[src/rtl/serial_adder_pkg.sv]
// Shared definitions for the bit-serial adder/subtractor: FSM encoding and
// the default operand width, imported by the RTL and the bench.
package serial_adder_pkg;

    localparam int DEFAULT_WIDTH = 8;

    typedef enum logic [1:0] {
        IDLE = 2'd0,
        RUN  = 2'd1,
        DONE = 2'd2
    } state_t;

endpackage

[src/rtl/serial_adder_fulladder.sv]
// Combinational 1-bit full adder used as the single arithmetic element of
// the serial datapath.
module fulladder (
    input  logic a,
    input  logic b,
    input  logic cin,
    output logic sum,
    output logic cout
);

    assign sum  = a ^ b ^ cin;
    assign cout = (a & b) | (a & cin) | (b & cin);

endmodule

[src/rtl/serial_adder.sv]
// Bit-serial adder/subtractor: one full-adder step per clock, LSB first,
// WIDTH cycles from start acceptance to a one-cycle done pulse.
module serial_adder
    import serial_adder_pkg::*;
#(
    parameter int WIDTH = DEFAULT_WIDTH
) (
    input  logic             clk,
    input  logic             rst_n,
    input  logic             start,
    input  logic             sub,
    input  logic             cin,
    input  logic [WIDTH-1:0] a,
    input  logic [WIDTH-1:0] b,
    output logic             busy,
    output logic             done,
    output logic [WIDTH-1:0] sum,
    output logic             cout,
    output logic             ovf
);

    localparam int CW = $clog2(WIDTH) + 1;

    state_t           state, state_next;
    logic [WIDTH-1:0] opa, opb;
    logic [WIDTH-2:0] acc;        // upper bits of the partial result
    logic [WIDTH-1:0] acc_next;
    logic             carry;
    logic [CW-1:0]    cnt;
    logic             fa_sum, fa_cout;
    logic             accept, last;

    fulladder u_fa (
        .a    (opa[0]),
        .b    (opb[0]),
        .cin  (carry),
        .sum  (fa_sum),
        .cout (fa_cout)
    );

    assign accept   = start && (state != RUN);
    assign last     = (state == RUN) && (cnt == CW'(WIDTH - 1));
    assign acc_next = {fa_sum, acc};
    assign busy     = (state == RUN);
    assign done     = (state == DONE);

    always_ff @(posedge clk or negedge rst_n) begin
        if (!rst_n) state <= IDLE;
        else        state <= state_next;
    end

    // NOTE: every always_comb output gets a default first so no path can
    // leave it unassigned and infer a latch.
    always_comb begin
        state_next = state;
        case (state)
            IDLE:    if (start) state_next = RUN;
            RUN:     if (last)  state_next = DONE;
            DONE:    state_next = start ? RUN : IDLE;
            default: state_next = IDLE;
        endcase
    end

    // NOTE: sequential state uses non-blocking assignments so every flop
    // samples pre-edge values regardless of statement order.
    always_ff @(posedge clk or negedge rst_n) begin
        if (!rst_n) begin
            opa   <= '0;
            opb   <= '0;
            acc   <= '0;
            carry <= 1'b0;
            cnt   <= '0;
            sum   <= '0;
            cout  <= 1'b0;
            ovf   <= 1'b0;
        end else if (accept) begin
            // Subtraction is a + ~b + 1: invert b and force the carry-in.
            opa   <= a;
            opb   <= sub ? ~b : b;
            carry <= sub ? 1'b1 : cin;
            cnt   <= '0;
        end else if (state == RUN) begin
            opa   <= {1'b0, opa[WIDTH-1:1]};
            opb   <= {1'b0, opb[WIDTH-1:1]};
            carry <= fa_cout;
            acc   <= acc_next[WIDTH-1:1];
            cnt   <= cnt + CW'(1);
            if (last) begin
                // carry still holds the carry into the MSB on this step.
                sum  <= acc_next;
                cout <= fa_cout;
                ovf  <= carry ^ fa_cout;
            end
        end
    end

endmodule

[config.mk]
export PLATFORM = sky130hd
export DESIGN_NAME = serial_adder
export DESIGN_NICKNAME = d
export VERILOG_FILES = /design/src/rtl/serial_adder_pkg.sv /design/src/rtl/serial_adder_fulladder.sv /design/src/rtl/serial_adder.sv
export SDC_FILE = /design/constraint.sdc
export NUM_CORES = 1
export LEC_CHECK = 0
export ABC_AREA = 1
export CORE_MARGIN = 2
export CORE_UTILIZATION = 40
export CTS_CLUSTER_SIZE = 40
export DETAILED_ROUTE_END_ITERATION = 7
export SYNTH_ARGS = -nofsm -noshare
export SYNTH_HDL_FRONTEND = slang
export SYNTH_SLANG_ARGS = --single-unit
export TNS_END_PERCENT = 5
[constraint.sdc]
create_clock -name clk -period 1.5 [get_ports clk]
set_input_delay 0.3 -clock clk [delete_from_list [all_inputs] [get_ports clk]]
set_output_delay 0.3 -clock clk [all_outputs]
set_load 0.01 [all_outputs]
# Yosys cells after proc, flatten, opt, wreduce, memory -nomap -nowiden

Index checks and enable logic that the tools add are counted.
Widths: inputs -> output; s select.

Add/subtract/negate cells: 1
Bitwise operators: 10
Reductions and logical operators: 7
Eq/ne operators: 6
Mux-type cells: 14

Operators by type and width:

| operator            | number |
|---|---|
| $mux 8              | 5 |
| $mux 4              | 2 |
| $not 8->8           | 1 |
| $pmux 2 s3          | 1 |
| $add 4x1->4 const B | 1 |
| $eq 4x3->1 const B  | 1 |
| $mux 1              | 4 |
| $mux 2              | 2 |
| $ne 2x1->1 const B  | 2 |
| $reduce_and 2->1    | 2 |
| $and 1x1->1         | 3 |
| $reduce_and 3->1    | 1 |
| $xor 1x1->1         | 3 |
| $eq 2x1->1 const B  | 1 |
| $eq 2x2->1 const B  | 1 |
| $logic_and 1x1->1   | 2 |
| $logic_not 2->1     | 1 |
| $ne 2x2->1 const B  | 1 |
| $or 1x1->1          | 2 |
| $reduce_bool 2->1   | 1 |
| $not 1->1           | 1 |

Input bits: 21
Logic and storage cells: 47
Output and inout bits: 12
Flip-flop bits (word level): 40

# Depth between registers and ports, before layout

Gate-level depths: netlist (run 1).

Word-level depth: 5
Depth in mapped cells: 7
Mapped depth without buffers: 7

# Modules after synthesis

Synthesis (run 1) repeated with hierarchy kept, for this count alone.

Cells, all modules: 224
Area total of the unflattened synthesis: 1875.5 um2

Modules (own cells, without submodules):

| module       | seq. area each (um2) | times used | area an instance (um2) | cells an instance |
|---|---|---|---|---|
| serial_adder | 1001.0               | 1          | 1855.5                 | 223 |
| fulladder    | 0.0                  | 1          | 20.0                   | 1 |

# Least setup slack after synthesis (run 1)

Ideal clock, no wire load.

Path type: flip-flop to flip-flop
Start point: register carry
End point: register ovf
Data required time: 1.384 ns
Setup slack: 0.254 ns
Cell stages (with the launch flop): 5
Setup time: 0.116 ns
Path buffers: 0
Period minus slack after synthesis: 1.246 ns
Data arrival time: 1.129 ns
Cell sequence: dfrtp_1 fa_1 xor2_1 nand2_1 nand2_1

Longest elaborated chain between the ends: 4
Elaborated cells between the ends (all ways): 5
Those cells by class: bitwise (5)

RTL lines:

| what                   | RTL line                     | source |
|---|---|---|
| start, declared        | serial_adder.sv:28           | `logic carry;` |
| start signal, assigned | serial_adder.sv:80           | `carry <= sub ? 1'b1 : cin;` |
| start signal, assigned | serial_adder.sv:85           | `carry <= fa_cout;` |
| $and 1x1->1            | serial_adder_fulladder.sv:12 | `assign cout = (a & b) \| (a & cin) \| (b & cin);` |
| $or 1x1->1             | serial_adder_fulladder.sv:12 |  |
| $or 1x1->1 (*)         | serial_adder_fulladder.sv:12 |  |
| named net fa_cout      | serial_adder.sv:30           | `logic fa_sum, fa_cout;` |
| $xor 1x1->1 (*)        | serial_adder.sv:92           | `ovf <= carry ^ fa_cout;` |
| end signal, assigned   | serial_adder.sv:92           |  |
| end, declared          | serial_adder.sv:19           | `output logic ovf` |

Mark *: on every way through the listed nets, which the timed path passes. The rest lies on a longest branch.
A chain may end at the register's enable or synchronous reset.

# Worst setup path in the final report (run 1)

Start point: register sum[5]
End point: output sum[5]

RTL lines:

| what                   | RTL line           | source |
|---|---|---|
| start, declared        | serial_adder.sv:17 | `output logic [WIDTH-1:0] sum,` |
| start signal, assigned | serial_adder.sv:90 | `sum <= acc_next;` |

No word-level cell between the ends.

==> flow_metrics.py, run 1 <==
metrics = {
    "cells_and_area": {
        "instances_no_fill": 312,
        "n_fill_cell": 431,
        "num_antenna_cells": 0,
        "area_delta_synth_final_pct": 28.66,
        "final_layout_size_suffix_gt1_frac": 0.1154,
        "nets": 283,
    },
    "die": {
        "io_pins": 33,
        "rows": 24,
        "initial_core_util": 0.4204,
        "die_y_um": 72.11,
        "core_um2": 4414,
        "die_w_um": 72.11,
        "die_area_um2": 5200,
    },
    "outcome": {
        "status": "complete, no violations",
    },
    "logic_synthesis": {
        "ys.flop_type": "dfrtp_1",
        "synth_edf_count": 0,
        "yosys.cell_count.top_type": "nand2_1",
        "yosysTopAreaCell": "dfrtp_1",
        "syn_nets": 244,
        "synthesis.area_um2": 1856,
        "synth_common_cells": "nand2_1 (89), dfrtp_1 (40), nand3_1 (31)",
        "netlist_top_cells_area": "dfrtp_1 (54%), nand2_1 (18%), nand3_1 (8.4%), inv_1 (3.6%), o21ai_2 (3.3%)",
        "synth_cell_type_count": 22,
        "async_flop_share": 1.000,
        "syn_inst": 221,
        "yosysSeqAreaShare": 0.5394,
        "yosysTopAreaCellShare": 0.5394,
        "ys_ff_latch": 40,
        "yosysWarnings": 0,
        "syn_avg_cell_area_um2": 8.396,
    },
    "worst_hold_path": {
        "hold_path_end": "sum[0]",
        "hp-start": "acc[0]",
        "holdPathStages": 2,
        "hold_path.class": "reg2reg",
    },
    "clock_tree": {
        "cts_made_buffers": 5,
        "cts.path.max_buffers": 2,
        "clk_latency_ps": 290,
        "clock-sinks": 40,
        "post_cts_buffers": 0,
        "cts-htree-levels": 2,
        "root_buffer": "clkbuf_8",
        "clk_pin_slew_ps": 70,
        "cts_tree": "built",
    },
    "grt": {
        "grt_pass1_vias": 1432,
        "gr-total-overflow": 0,
        "antenna_found_initial": 0,
        "grt_max_degree": 41,
        "track_usage": 0.1579,
        "grt_pass1_wl_um": 6341,
    },
    "setup_path": {
        "required_ps": 1200,
        "regToRegStartpoint": "state[0]",
        "critPathKind": "reg2out",
        "worstPathCellList": "clkdlybuf4s50_1",
        "r2r_setup_slack_ps": 160,
        "rr_worst_depth": 7,
        "cp_top_family": "buffers and inverters",
        "start_kind": "register",
        "critPathMaxStageDelay_ps": 530,
        "cp.arrival_ps": 1160,
        "cpMaxStageDelayCell": "clkdlybuf4s50_1",
        "cp_num_buf_inv": 1,
        "reg2reg_to": "sum[6]",
        "crit_fanout": 2,
        "startpoint": "sum[5]",
        "cp-end-kind": "output pin",
    },
    "sta": {
        "timing.final.crit_share": 0.9753,
        "setup_ws_ps": 37.12,
        "final-hold-violation-count": 0,
        "rsz0062_at_grt": "no",
        "relSlewSlack": 0.7981,
        "finalSetupViolations": 0,
        "max_freq_ghz": 0.6836,
        "slew_violations": 0,
        "fin_skew_ps": 4.013,
        "worst_slew_pin_slew_ps": 302.1,
        "layout_min_cycle_time_ps": 1463,
    },
    "detailed_routing": {
        "wirelength_um": 3603,
        "dr.pass1.iters": 4,
        "route.vias.total": 1488,
        "final_antenna_net_count": 0,
        "vias_per_cell": 4.769,
        "drc": 0,
        "drtIter0Drc": 58,
        "wl_per_cell_um": 11.55,
    },
    "power_and_ir_drop": {
        "irDropWorstVdd_mv": 0.6234,
        "p_leak_uw": 0.001292,
        "power.density_nw_per_um2": 1745,
    },
    "placed_design": {
        "hpwl_um": 2611,
        "place.gp.congestion": 0.7349,
        "post-place-ws_ps": -1.569,
        "io_buffer_count": 32,
        "placed_cells": 304,
    },
    "flow_run": {
        "drv_cap": 0,
    },
}
placed cells by master (no fill, tap or decap):
cell,synthesis,routed
xor2_1,1,1
nor2_4,1,2
nand3_1,31,31
or2_2,1,1
dlymetal6s2s_1,0,9
nand2_1,89,89
buf_12,0,2
buf_2,5,1
clkbuf_8,0,7
ha_1,1,1
nor2_2,2,1
dfrtp_1,40,40
o21ai_2,7,7
dlygate4sd3_1,0,1
o21ai_1,2,2
clkdlybuf4s50_1,0,20
dlygate4sd2_1,0,1
o22ai_1,1,1
inv_2,2,2
xnor2_1,1,1
buf_4,1,6
o21ai_0,9,9
fa_1,1,1
nor2_1,3,3
nand2_2,1,1
clkinv_1,1,1
clkdlybuf4s15_1,0,1
inv_1,18,18
state kept, by name, indices dropped and copies added, names as in the netlist:
name / cells
opb: 8
acc: 7
state: 2
opa: 8
carry: 1
cnt: 4
sum: 8
cout: 1
ovf: 1
kinds of logic (layout without fill, tap and decap cells):
family	Yosys count	after routing	share of synthesized area
AOI/OAI and AO/OA	19	19	0.06608
xor gates and xnor gates	2	2	0.009442
adders and majority gates	2	2	0.01753
and+or+nand+nor	128	128	0.2893
buffers and inverters	30	69	0.07821
DFF	40	40	0.5394
area by class of cell:
cell class | instances | area, µm² | area share
flip-flops and latches | 40 | 1001 | 0.4193
multi-input cells | 151 | 714.4 | 0.2993
repair buffers | 41 | 431.7 | 0.1808
clock buffers | 7 | 96.34 | 0.04036
inverters | 21 | 78.83 | 0.03302
well taps | 52 | 65.06 | 0.02725
worst max-delay path by stage:
stage | to | slack (ps) | depth (start not counted)
final | sum[5] | 40 | 1
after CTS | ovf | 0.2 | 1
after global placement | opb[0] | 10 | 6
after detailed placement | opb[0] | -2 | 6
after global routing | done | 0.2 | 3
after floorplan | ovf | 250 | 4
worst reg2reg max path, cell delays in order (launching register included):
cell,delay (ps)
dfrtp_1,400
inv_2,60
nor2_4,90
buf_4,250
nand2_2,140
buf_12,170
nand2_1,80
o21ai_2,50
repair_timing:
action,4_1_cts,5_1_grt
hold endpoints to repair,40,0
resized for setup,2,11
setup endpoints to repair,2,20
hold buffers,1,0
power breakdown:
part	internal [µW]	total [µW]	switching (µW)
clock	410	773	364
combinational	705	1600	894
sequential	1530	1790	261
metal layers:
| metal | track usage | wire, µm | up-vias |
|---|---|---|---|
| li1 | - | - | 770 |
| met1 | 0.1960 | 1730 | 681 |
| met2 | 0.2589 | 1648 | 33 |
| met3 | 0.04583 | 178 | 4 |
| met4 | 0.06289 | 45 | 0 |
| met5 | 0 | 0 | - |
stage by stage:
| step | setup TNS (ps) | util | hold slack (ps) | total power (µW) | cell area (µm²) |
|---|---|---|---|---|---|
| floorplan | 0 | - | 4.409 | 2872 | 1856 |
| CTS | 0 | 0.5343 | 474.8 | 4248 | 2359 |
| global placement | 0 | 0.5108 | 290.2 | 3439 | 2255 |
| detailed placement | -3.791 | 0.5108 | 289.2 | 3484 | 2255 |
| global route | 0 | 0.5408 | 499.7 | 4505 | 2387 |
| finish | 0 | 0.5408 | 469.0 | 4166 | 2387 |
Note: power is estimated with default switching activity, not from simulation.
==> run 2, diff against run 1 <==
SLEW_MARGIN = 20   (was unset)
clock period = 1.6 ns   (was 1.5 ns; I/O delays follow)
==> flow_metrics.py, run 2 (synthesis results as in run 1) <==
metrics = {
    "outcome": {
        "status": "complete, no violations",
    },
    "sta": {
        "fin_setup_tns_ps": 0,
        "final-hold-violation-count": 0,
        "slew_violations": 0,
        "rsz0062_at_grt": "no",
        "whs_ps": 71.28,
        "fin_skew_ps": 6.786,
        "timing.final.crit_share": 0.9356,
        "relSlewSlack": 0.6640,
        "max_freq_ghz": 0.6680,
        "layout_min_cycle_time_ps": 1497,
        "finalSetupViolations": 0,
        "worst_slew_pin_slew_ps": 504.0,
    },
    "clock_tree": {
        "cts.path.max_buffers": 2,
        "post_cts_buffers": 0,
        "clk_pin_slew_ps": 80,
        "cts_hold_buffers": 0,
        "post_cts_resized": 2,
        "cts-htree-levels": 2,
        "cts_made_buffers": 5,
        "root_buffer": "clkbuf_8",
        "clk_latency_ps": 290,
        "cts_tree": "built",
        "clock-sinks": 40,
    },
    "die": {
        "rows": 24,
        "initial_core_util": 0.4204,
        "core_um2": 4414,
        "die_w_um": 72.11,
        "io_pins": 33,
        "die_y_um": 72.11,
        "die_area_um2": 5200,
    },
    "grt": {
        "grt_pass1_wl_um": 6092,
        "grt_max_degree": 41,
        "gr-total-overflow": 0,
        "antenna_found_initial": 0,
        "track_usage": 0.1505,
        "grt_pass1_vias": 1359,
    },
    "setup_path": {
        "start_kind": "register",
        "cp_num_buf_inv": 1,
        "cp_top_family": "buffers and inverters",
        "crit_fanout": 2,
        "cpMaxStageDelayCell": "clkdlybuf4s50_1",
        "required_ps": 1280,
        "critPathMaxStageDelay_ps": 540,
        "cp-end-kind": "output pin",
        "cp.arrival_ps": 1180,
        "critPathKind": "reg2out",
        "worstPathCellList": "clkdlybuf4s50_1",
    },
    "power_and_ir_drop": {
        "power.density_nw_per_um2": 1732,
        "irDropWorstVdd_mv": 0.5235,
        "p_leak_uw": 0.001186,
        "total_power_uw": 4085,
    },
    "detailed_routing": {
        "wirelength_um": 3429,
        "drc": 0,
        "final_antenna_net_count": 0,
        "wl_per_cell_um": 11.03,
        "dr.pass1.iters": 5,
        "vias_per_cell": 4.688,
        "drtIter0Drc": 100,
        "route.vias.total": 1458,
    },
    "placed_design": {
        "place.gp.congestion": 0.7073,
        "io_buffer_count": 32,
        "place_area_um2": 2235,
        "placed_cells": 303,
        "hpwl_um": 2417,
    },
    "cells_and_area": {
        "nets": 281,
        "final_layout_size_suffix_gt1_frac": 0.1158,
        "layout_common_cells": "nand2_1 (89), dfrtp_1 (40), nand3_1 (31)",
        "final_common_cell": "nand2_1",
        "num_antenna_cells": 0,
        "seqCellArea_um2": 1001,
        "multi_input_area_um2": 709.4,
        "n_fill_cell": 427,
        "area_delta_synth_final_pct": 27.11,
        "stdcell_area_um2": 2359,
        "instances_no_fill": 311,
        "top_regs": "opa x8, opb x8, sum x8",
    },
    "worst_hold_path": {
        "hold_path.class": "in2async",
    },
    "flow_run": {
        "drv_cap": 0,
    },
}
run 2: cell count changes in the layout (fill, tap and decap cells not counted):
cell,change
clkdlybuf4s50_1,+9
dlymetal6s2s_1,-9
buf_12,-1
bufinv_16,+1
clkdlybuf4s15_1,-1
dlygate4sd2_1,+1
dlygate4sd3_1,-1
nor2_2,+1
nor2_4,-1
run 2: cell type report:
cell class	instances	share of cell area
timing repair buffer	39	0.1602
inverter	21	0.03342
sequential	40	0.4244
multi-input combinational	151	0.3008
tap	52	0.02759
clock inverter	1	0.01273
clock buffer	7	0.04085
run 2: final timing paths:
check	start	end	slack (ps)	cells after the start
worst max-delay path	ovf	ovf	100	1
worst min-delay path	rst_n	acc[3]	70	2
worst max register to register	state[0]	sum[6]	200	7
worst min register to register	opa[1]	opa[1]	480	2
max in group asynchronous	rst_n	opb[3]	1160	2
min in group clk	opa[1]	opa[1]	480	2
run 2: through the flow:
stage | setup slack, ps | utilization
2_1_floorplan | 354.4 | -
3_3_place_gp | 87.00 | 0.5062
3_5_place_dp | 38.57 | 0.5062
4_1_cts | 86.76 | 0.5343
5_1_grt | 8.862 | 0.5343
6_report | 103.0 | 0.5343
run 2: metal layers:
metal  vias to the layer above  wire (µm)  GRT usage
met5                         -          0          0
met4                         0         41    0.06080
met3                         4        151    0.04306
met2                        35       1514     0.2212
met1                       654       1722     0.2097
li1                        765          -          -
run 2: where the power goes:
| part | total, µW | internal [µW] | switching [µW] |
|---|---|---|---|
| Combinational | 1510 | 680 | 827 |
| Sequential | 1690 | 1440 | 252 |
| Clock | 889 | 550 | 339 |
| Total | 4080 | 2670 | 1420 |
==> run 3, diff against run 2 <==
ABC_CLOCK_PERIOD_IN_PS = 1600   (was unset)
==> results of run 3 <==
No change in the layout: final DEF, timing and power equal those of run 2.
